--- config.mk ---
export PLATFORM = sky130hd
export DESIGN_NAME = serial_rx_flat
export DESIGN_NICKNAME = d
export VERILOG_FILES = /design/src/rtl/serial_pkg.sv /design/src/rtl/serial_rx_if.sv /design/src/rtl/serial_rx_fifo.sv /design/src/rtl/serial_rx.sv /design/src/flat_wrapper.sv
export SDC_FILE = /design/constraint.sdc
export NUM_CORES = 1
export LEC_CHECK = 0
export ABC_AREA = 1
export BUFFER_PORTS_ARGS = -buffer_cell sky130_fd_sc_hd__buf_2
export CAP_MARGIN = 5
export CORE_UTILIZATION = 52
export CTS_CLUSTER_DIAMETER = 100
export DETAILED_ROUTE_END_ITERATION = 8
export GPL_TIMING_DRIVEN = 0
export PLACE_DENSITY = 0.68
export SLEW_MARGIN = 20
export SYNTH_ARGS = -nofsm -noshare
export SYNTH_HDL_FRONTEND = slang
export SYNTH_HIERARCHICAL = 1
export SYNTH_SLANG_ARGS = --single-unit
--- constraint.sdc ---
create_clock -name clock -period 2.7 [get_ports clock]
set_input_delay 0.135 -clock clock [delete_from_list [all_inputs] [get_ports clock]]
set_output_delay 0.135 -clock clock [all_outputs]
set_load 0.02 [all_outputs]
--- src/rtl/serial_pkg.sv ---
// rtl/serial_pkg.sv - shared constants for the serial receive path
package serial_pkg;

  localparam int BIT_PERIOD_DEF = 106;
  localparam int DATA_BITS      = 8;

  localparam logic [1:0] ST_IDLE = 2'b00;
  localparam logic [1:0] ST_DATA = 2'b01;
  localparam logic [1:0] ST_STOP = 2'b10;

  // Symbol order on the line, shared with the transmitter.
  typedef enum logic [3:0] {
    START_BIT,
    BIT0,
    BIT1,
    BIT2,
    BIT3,
    BIT4,
    BIT5,
    BIT6,
    BIT7,
    STOP_BIT
  } symbol_e;

endpackage

--- src/rtl/serial_rx_if.sv ---
// rtl/serial_rx_if.sv - byte handshake between receiver and consumer
interface serial_rx_if;
  import serial_pkg::*;

  logic [DATA_BITS-1:0] rx_data;
  logic                 rx_valid;
  logic                 rx_ready;

  modport master (output rx_data, output rx_valid, input rx_ready);
  modport slave  (input rx_data, input rx_valid, output rx_ready);

endinterface

--- src/rtl/serial_rx_fifo.sv ---
// rtl/serial_rx_fifo.sv - small circular byte buffer with simultaneous push/pop
module serial_rx_fifo #(
  parameter int  DEPTH = 2,
  parameter int  WIDTH = 8,
  localparam int PTR_W = (DEPTH > 1) ? $clog2(DEPTH) : 1,
  localparam int CNT_W = $clog2(DEPTH + 1)
) (
  input  logic             clock,
  input  logic             reset,
  input  logic             push,
  input  logic [WIDTH-1:0] push_data,
  input  logic             pop,
  output logic [WIDTH-1:0] head,
  output logic [CNT_W-1:0] count,
  output logic             full,
  output logic             empty
);

  logic [WIDTH-1:0] mem [DEPTH];
  logic [PTR_W-1:0] rd_ptr;
  logic [PTR_W-1:0] wr_ptr;
  logic             do_push;
  logic             do_pop;

  function automatic logic [PTR_W-1:0] wrap_inc(input logic [PTR_W-1:0] p);
    return (p == PTR_W'(DEPTH - 1)) ? '0 : p + PTR_W'(1);
  endfunction

  // A pop frees the slot in the same cycle, so a full FIFO still takes a push.
  always_comb begin
    empty   = (count == '0);
    full    = (count == CNT_W'(DEPTH));
    do_pop  = pop && !empty;
    do_push = push && (!full || do_pop);
    head    = empty ? '0 : mem[rd_ptr];
  end

  always_ff @(posedge clock) begin
    if (reset) begin
      rd_ptr <= '0;
      wr_ptr <= '0;
      count  <= '0;
    end else begin
      if (do_push) begin
        mem[wr_ptr] <= push_data;
        wr_ptr      <= wrap_inc(wr_ptr);
      end
      if (do_pop) begin
        rd_ptr <= wrap_inc(rd_ptr);
      end
      if (do_push && !do_pop) begin
        count <= count + CNT_W'(1);
      end else if (!do_push && do_pop) begin
        count <= count - CNT_W'(1);
      end
    end
  end

endmodule

--- src/rtl/serial_rx.sv ---
// rtl/serial_rx.sv - pulse-line frame receiver with byte FIFO and dsr flow control
module serial_rx
  import serial_pkg::*;
#(
  parameter int BIT_PERIOD = BIT_PERIOD_DEF,
  parameter int DEPTH      = 2,
  parameter int CNT_W      = 10
) (
  input  logic          clock,
  input  logic          reset,
  input  logic          serial_in,
  serial_rx_if.master   rx,
  output logic          dsr,
  output logic          frame_error,
  output logic          overrun,
  output logic [7:0]    err_count
);

  localparam int FCW = $clog2(DEPTH + 1);

  logic [1:0]           state;
  logic [CNT_W-1:0]     cnt;
  logic [2:0]           idx;
  logic [DATA_BITS-1:0] shift;

  logic                 sample;
  logic                 stop_sample;
  logic                 pop;
  logic                 push;
  logic                 ovr_now;
  logic                 ferr_now;
  logic [DATA_BITS-1:0] head;
  logic [FCW-1:0]       count;
  logic [FCW-1:0]       count_next;
  logic                 full;
  logic                 empty;

  assign rx.rx_data  = head;
  assign rx.rx_valid = !empty;

  always_comb begin
    sample      = (cnt == CNT_W'(BIT_PERIOD - 1));
    stop_sample = (state == ST_STOP) && sample;
    pop         = !empty && rx.rx_ready;
    push        = stop_sample && serial_in && (!full || pop);
    ovr_now     = stop_sample && serial_in && full && !pop;
    ferr_now    = stop_sample && !serial_in;
    count_next  = count + FCW'(push) - FCW'(pop);
  end

  serial_rx_fifo #(
    .DEPTH (DEPTH),
    .WIDTH (DATA_BITS)
  ) u_fifo (
    .clock     (clock),
    .reset     (reset),
    .push      (push),
    .push_data (shift),
    .pop       (pop),
    .head      (head),
    .count     (count),
    .full      (full),
    .empty     (empty)
  );

  // The line is only looked at on the counter wrap, so anything between pulses is ignored.
  always_ff @(posedge clock) begin
    if (reset) begin
      state <= ST_IDLE;
      cnt   <= '0;
      idx   <= 3'd7;
      shift <= '0;
    end else begin
      case (state)
        ST_IDLE: begin
          if (!serial_in) begin
            state <= ST_DATA;
            cnt   <= '0;
            idx   <= 3'd7;
          end
        end
        ST_DATA: begin
          if (sample) begin
            shift[idx] <= serial_in;
            cnt        <= '0;
            if (idx == 3'd0) begin
              state <= ST_STOP;
            end else begin
              idx <= idx - 3'd1;
            end
          end else begin
            cnt <= cnt + CNT_W'(1);
          end
        end
        ST_STOP: begin
          if (sample) begin
            state <= ST_IDLE;
            cnt   <= '0;
          end else begin
            cnt <= cnt + CNT_W'(1);
          end
        end
        default: begin
          state <= ST_IDLE;
          cnt   <= '0;
        end
      endcase
    end
  end

  always_ff @(posedge clock) begin
    if (reset) begin
      frame_error <= 1'b0;
      overrun     <= 1'b0;
      err_count   <= 8'd0;
      dsr         <= 1'b1;
    end else begin
      frame_error <= ferr_now;
      overrun     <= ovr_now;
      if ((ferr_now || ovr_now) && (err_count != 8'hFF)) begin
        err_count <= err_count + 8'd1;
      end
      dsr <= (count_next < FCW'(DEPTH));
    end
  end

endmodule

--- src/flat_wrapper.sv ---
// flat-port wrapper written by rule: the top's interface ports become plain ports
module serial_rx_flat import serial_pkg::*;
#(
  parameter int BIT_PERIOD = BIT_PERIOD_DEF,
  parameter int DEPTH      = 2,
  parameter int CNT_W      = 10
)
  (clock, reset, serial_in, dsr, frame_error, overrun, err_count, rx_rx_data, rx_rx_valid, rx_rx_ready);
  serial_rx_if rx_i ();
  input  logic clock;
  input  logic reset;
  input  logic serial_in;
  output logic dsr;
  output logic frame_error;
  output logic overrun;
  output logic [7:0] err_count;
  output wire logic [$bits(rx_i.rx_data)-1:0] rx_rx_data;
  output wire logic [$bits(rx_i.rx_valid)-1:0] rx_rx_valid;
  input wire logic [$bits(rx_i.rx_ready)-1:0] rx_rx_ready;
  assign rx_rx_data = rx_i.rx_data;
  assign rx_rx_valid = rx_i.rx_valid;
  assign rx_i.rx_ready = rx_rx_ready;
  serial_rx #(.BIT_PERIOD(BIT_PERIOD), .DEPTH(DEPTH), .CNT_W(CNT_W)) u_core (.clock(clock), .reset(reset), .serial_in(serial_in), .rx(rx_i), .dsr(dsr), .frame_error(frame_error), .overrun(overrun), .err_count(err_count));
endmodule
# Word-level counts from Yosys, hierarchy flattened
# Memories as Yosys holds them, arrays and structs flattened. A register that Yosys moved wholly into a read port is not among the register bits.
# Index checks and enable logic that the tools add are counted.
# totals
reg_bits,38
mem_bits_rw,16
wordCells,90
mem_count,1
# op_classes
n_addsub,9
magnitude_cmp,3
n_eq_ne,10
n_mux,25
n_reduce_logical,31
# memory_table
name,depth,width,read_ports,rd_clocked_by_memory_dff,wr,line_no,rtl
u_core.u_fifo.mem,2,8,1,1,1,serial_rx_fifo.sv:19,logic [WIDTH-1:0] mem [DEPTH];
# op_table
operator,n
$mux 10,2
$pmux 10 s2,1
$logic_and 1x1->1,13
$mux 2,6
$add 10x1->10 const B,1
$eq 10x7->1 const B,1
$mux 3,3
$add 8x1->8 const B,1
$bwmux 8,1
$mux 1,8
$mux 8,1
$ne 8x8->1 const B,1
$reduce_and 4->1,2
$logic_not 1->1,6
$ne 2x1->1 const B,3
$pmux 2 s3,1
$pmux 3 s2,1
$eq 2x2->1 const B,2
$logic_not 2->1,2
$lt 3x4->1 const B,1
$ne 2x2->1 const B,2
$reduce_bool 2->1,2
$demux 1 s3,1
$ge 3x1->1 const B,1
other kinds (12),15

# Longest topological paths before layout
# depth
depth_word,10
mapped_depth,15
ltp_nobuf,15

# Cells and area by module
# Netlist, hierarchy kept.
# by_module_without_submodules
mod,instances,cells_each,area_each_um2,seq_area_each_um2
serial_rx,1,279,1928.1,680.7
serial_rx_fifo,1,82,858.3,580.6

# Worst setup path after synthesis
# Ideal clock, no wire load.
# synth_path
kind,register to register
start,register u_core.u_fifo.count[1]
end,memory u_core.u_fifo.mem[1][0] (enable)
setup_ps,370
arrival_ps,1687
t_required_ps,2330
path_slack_ps,643
stages_incl_launch_ff,6
n_path_buf,0
synth_period_minus_slack_ps,2057
cell_sequence,dfxtp_1 nor2_4 o21ai_1 nor3b_2 nand2_1 nor2_1
# synth_via
elab_chain_len,9
elab_cells_between_ends,13
classes_between,eq/ne (1); mux (3); reduce/logical (9)
# synth_rtl
item,line_no,rtl
"start, declared",serial_rx_fifo.sv:14,"output logic [CNT_W-1:0] count,"
"start signal, assigned",serial_rx_fifo.sv:52,count <= count + CNT_W'(1);
"start signal, assigned",serial_rx_fifo.sv:54,count <= count - CNT_W'(1);
$logic_not 2->1,serial_rx_fifo.sv:31,empty = (count == '0);
via u_core.empty,serial_rx.sv:36,logic empty;
$logic_not 1->1,serial_rx.sv:44,pop = !empty && rx.rx_ready;
$logic_and 1x1->1,serial_rx.sv:44,
$logic_or 1x1->1,serial_rx.sv:45,push = stop_sample && serial_in && (!full || pop);
$logic_and 1x1->1,serial_rx.sv:45,
via u_core.push,serial_rx.sv:29,logic push;
$logic_and 1x1->1,serial_rx_fifo.sv:34,do_push = push && (!full || do_pop);
$mux 1,serial_rx_fifo.sv:44,if (do_push) begin
$mux 1,serial_rx_fifo.sv:39,if (reset) begin
$mux 1 (not written as such),serial_rx_fifo.sv:45,mem[wr_ptr] <= push_data;
"end, declared",serial_rx_fifo.sv:19,
# The timed path passes the listed nets, and every way through them passes these cells.

# Worst setup path in the final report
# layout_path
start,register u_core.u_fifo.count[1]
end,memory u_core.u_fifo.mem[1][2] (enable)
# Same word-level chain as after synthesis.

==> flow_summary.ini <==
[status]
outcome = finished clean

[setup_path]
crit_required_ns = 2.65
cp.buffers_inverters = 0
slowest_stage = nor2_1
cp_cell_sequence = nor2_4 -> o21ai_1 -> nor3b_2 -> nand2_1 -> nor2_1
start_kind = flip-flop
cp.arrival_ns = 2.35
cp_top_family = simple AND/OR/NAND/NOR gates
cpPeakStageDelay_ns = 0.51
worst-setup-path-type = reg -> reg
cp_max_fo = 12
worstSetupEndpointType = flip-flop

[global_routing]
globalRouteTotalUtil_pct = 18.6
grt_pass1_wl_mm = 8.11
grt_pass1_vias = 1900
antenna_found_initial = 0
overflow = 0
grt_start_max_net_pins = 17

[sta]
report.final.slew_viol_count = 0
timing.fmax_mhz = 417
setup_viol = 0
setup_tns_ns = 0
grt_setup_unrepaired = no
finalCritPeriodShare_pct = 88.8
fin_crit_ns = 2.40
max_slew.worst_pin.slew_ns = 0.640
fin_worst_skew_ns = 0.00236
finalHoldViolCount = 0
slew_headroom_pct = 57.2

[pwr]
ir_drop_mv = 0.339
p_leak_nw = 1.31
total_power_w = 0.00188
p_comb_share_pct = 18.2
p_clk_share_pct = 33.8
p_int_w = 0.00135
p_sw_w = 0.000528
seqPwrFrac_pct = 48.0
switching_share_pct = 28.1
powerDensity_mw_per_mm2 = 602

[clock_tree]
cts_buffer_depth = 2
post_cts_buffers = 0
root_buffer = clkbuf_8
postCtsHoldBufs = 0
clkTransAtPathRegs_ns = 0.09
cts_buffers = 5
cts_tree = built
cts_resized = 0
htree_levels = 2
cts.sinks = 55
clock_latency_ns = 0.31

[routing]
dr.pass1.iters = 4
vias = 2249
drt_iter0_markers = 83
drc = 0
routedWlPerCell_um = 10.6
drtAntennaViolNets = 0
viasPerCell = 4.87
wl_mm = 4.92

[floorplan]
die-area_mm2 = 0.00566
dieHeight_um = 75.2
rows = 26
start_util_pct = 54.2
ios = 24
core_mm2 = 0.00514
die-width_um = 75.2

[run]
cap_violations = 0

[placed_design]
io_buffers = 23
hpwl_mm = 3.57
place.gp.congestion = 0.813
dpl_cell_area_mm2 = 0.00299

[layout]
final_common_cell = nand2_1
syn_to_final_growth_pct = 12.0
layout.nets = 406
num_antenna_cells = 0
final_cell_mix = nand2_1, nor2_1, inv_1
post-route-cell-area_mm2 = 0.00312
utilization_pct = 60.7
layout-drive-gt1-share_pct = 14.3

[yosys]
synth_top_area_cell = dfxtp_1
ys_ff_latch = 55
avgSynthCellArea_um2 = 7.72
synth_top_area_share_pct = 28.0
synth_fp_nets = 376
syn_inst = 361
synthesis.area_mm2 = 0.00279
synth.distinct_cells = 32
synthTopCellsByArea = dfxtp_1, edfxtp_1, nand2_1, nor2_1, inv_1
yosys_warnings = 6
yosysSeqAreaShare_pct = 45.3

[min_path]
hold_path.class = in -> reg
-- final timing paths --
path | depth (start not counted) | end | start | slack (ns)
setup / recovery | 5 | u_core/u_fifo/mem[1][2] | u_core/u_fifo/count[1] | 0.30
hold / removal | 4 | u_core/u_fifo/count[1] | reset | 0.14
setup reg to reg | 5 | u_core/u_fifo/mem[1][2] | u_core/u_fifo/count[1] | 0.30
hold reg to reg | 0 | u_core/u_fifo/mem[0][0] | u_core/shift[0] | 0.46
-- stage by stage --
step,worst slack (ns),std cells,hold slack [ns]
finish,0.303,462,0.143
global route,0.140,462,0.164
CTS,0.271,462,0.144
detailed placement,0.283,454,0.442
global placement,0.311,454,0.435
floorplan,0.643,361,0.297
-- state kept, by name, indices dropped and copies added (netlist names), 2 cells and up, named ones only --
signal	flops
u_core/shift	8
u_core/cnt	10
u_core/err_count	8
u_core/idx	3
u_core/u_fifo/count	2
u_core/u_fifo/mem	16
u_core/state	2
-- power by group through the flow --
| stage | Clock, W | Combinational (W) | Sequential [W] |
|---|---|---|---|
| after floorplan | 0 | 0.000276 | 0.000914 |
| after global placement | 0 | 0.000336 | 0.000920 |
| after detailed placement | 0 | 0.000339 | 0.000921 |
| after CTS | 0.000644 | 0.000345 | 0.000902 |
| after global routing | 0.000676 | 0.000403 | 0.000907 |
| final | 0.000635 | 0.000343 | 0.000902 |
-- routing by layer --
metal | global-route usage (%) | wire (µm)
met1 | 22.9 | 2430
met2 | 32.3 | 2300
met3 | 4.02 | 124
met4 | 6.17 | 60
met5 | 0 | 0
-- layout make-up --
type / instances / area [µm²]
Tap cell: 70 / 87.6
Clock inverter: 2 / 60.1
Inverter: 54 / 203
Buffer: 6 / 26.3
Fill cell: 490 / 2020
Multi-Input combinational cell: 246 / 1300
Timing Repair Buffer: 23 / 115
Clock buffer: 6 / 72.6
Sequential cell: 55 / 1260
-- cells in the mapped netlist, drive strengths merged --
cell type,n
clkinv,1
inv,53
nand3b,1
xor2,2
nand4,9
ha,11
buf,4
o31ai,1
a21oi,24
o22ai,1
nor2,54
nor3,16
nor4,1
nand3,32
dfxtp,39
nor3b,3
clkbuf,2
or2,1
o21ai,15
edfxtp,16
xnor2,1
nand2,74
-- logic make-up after synthesis --
logic type | Yosys count | synth area share, %
buffers and inverters | 60 | 8.22
xor gates and xnor gates | 3 | 0.943
AOI/OAI and AO/OA | 41 | 8.44
adders and majority gates | 11 | 4.94
and+or+nand+nor | 191 | 32.2
DFF | 55 | 45.3
-- worst reg2reg max path, delay by kind of cell, from the launching register on --
kind            cells  cell delay, ns
flops               1            0.48
simple gates        4            1.08
compound gates      1            0.48
No activity file was read; power rests on OpenSTA's default activity.
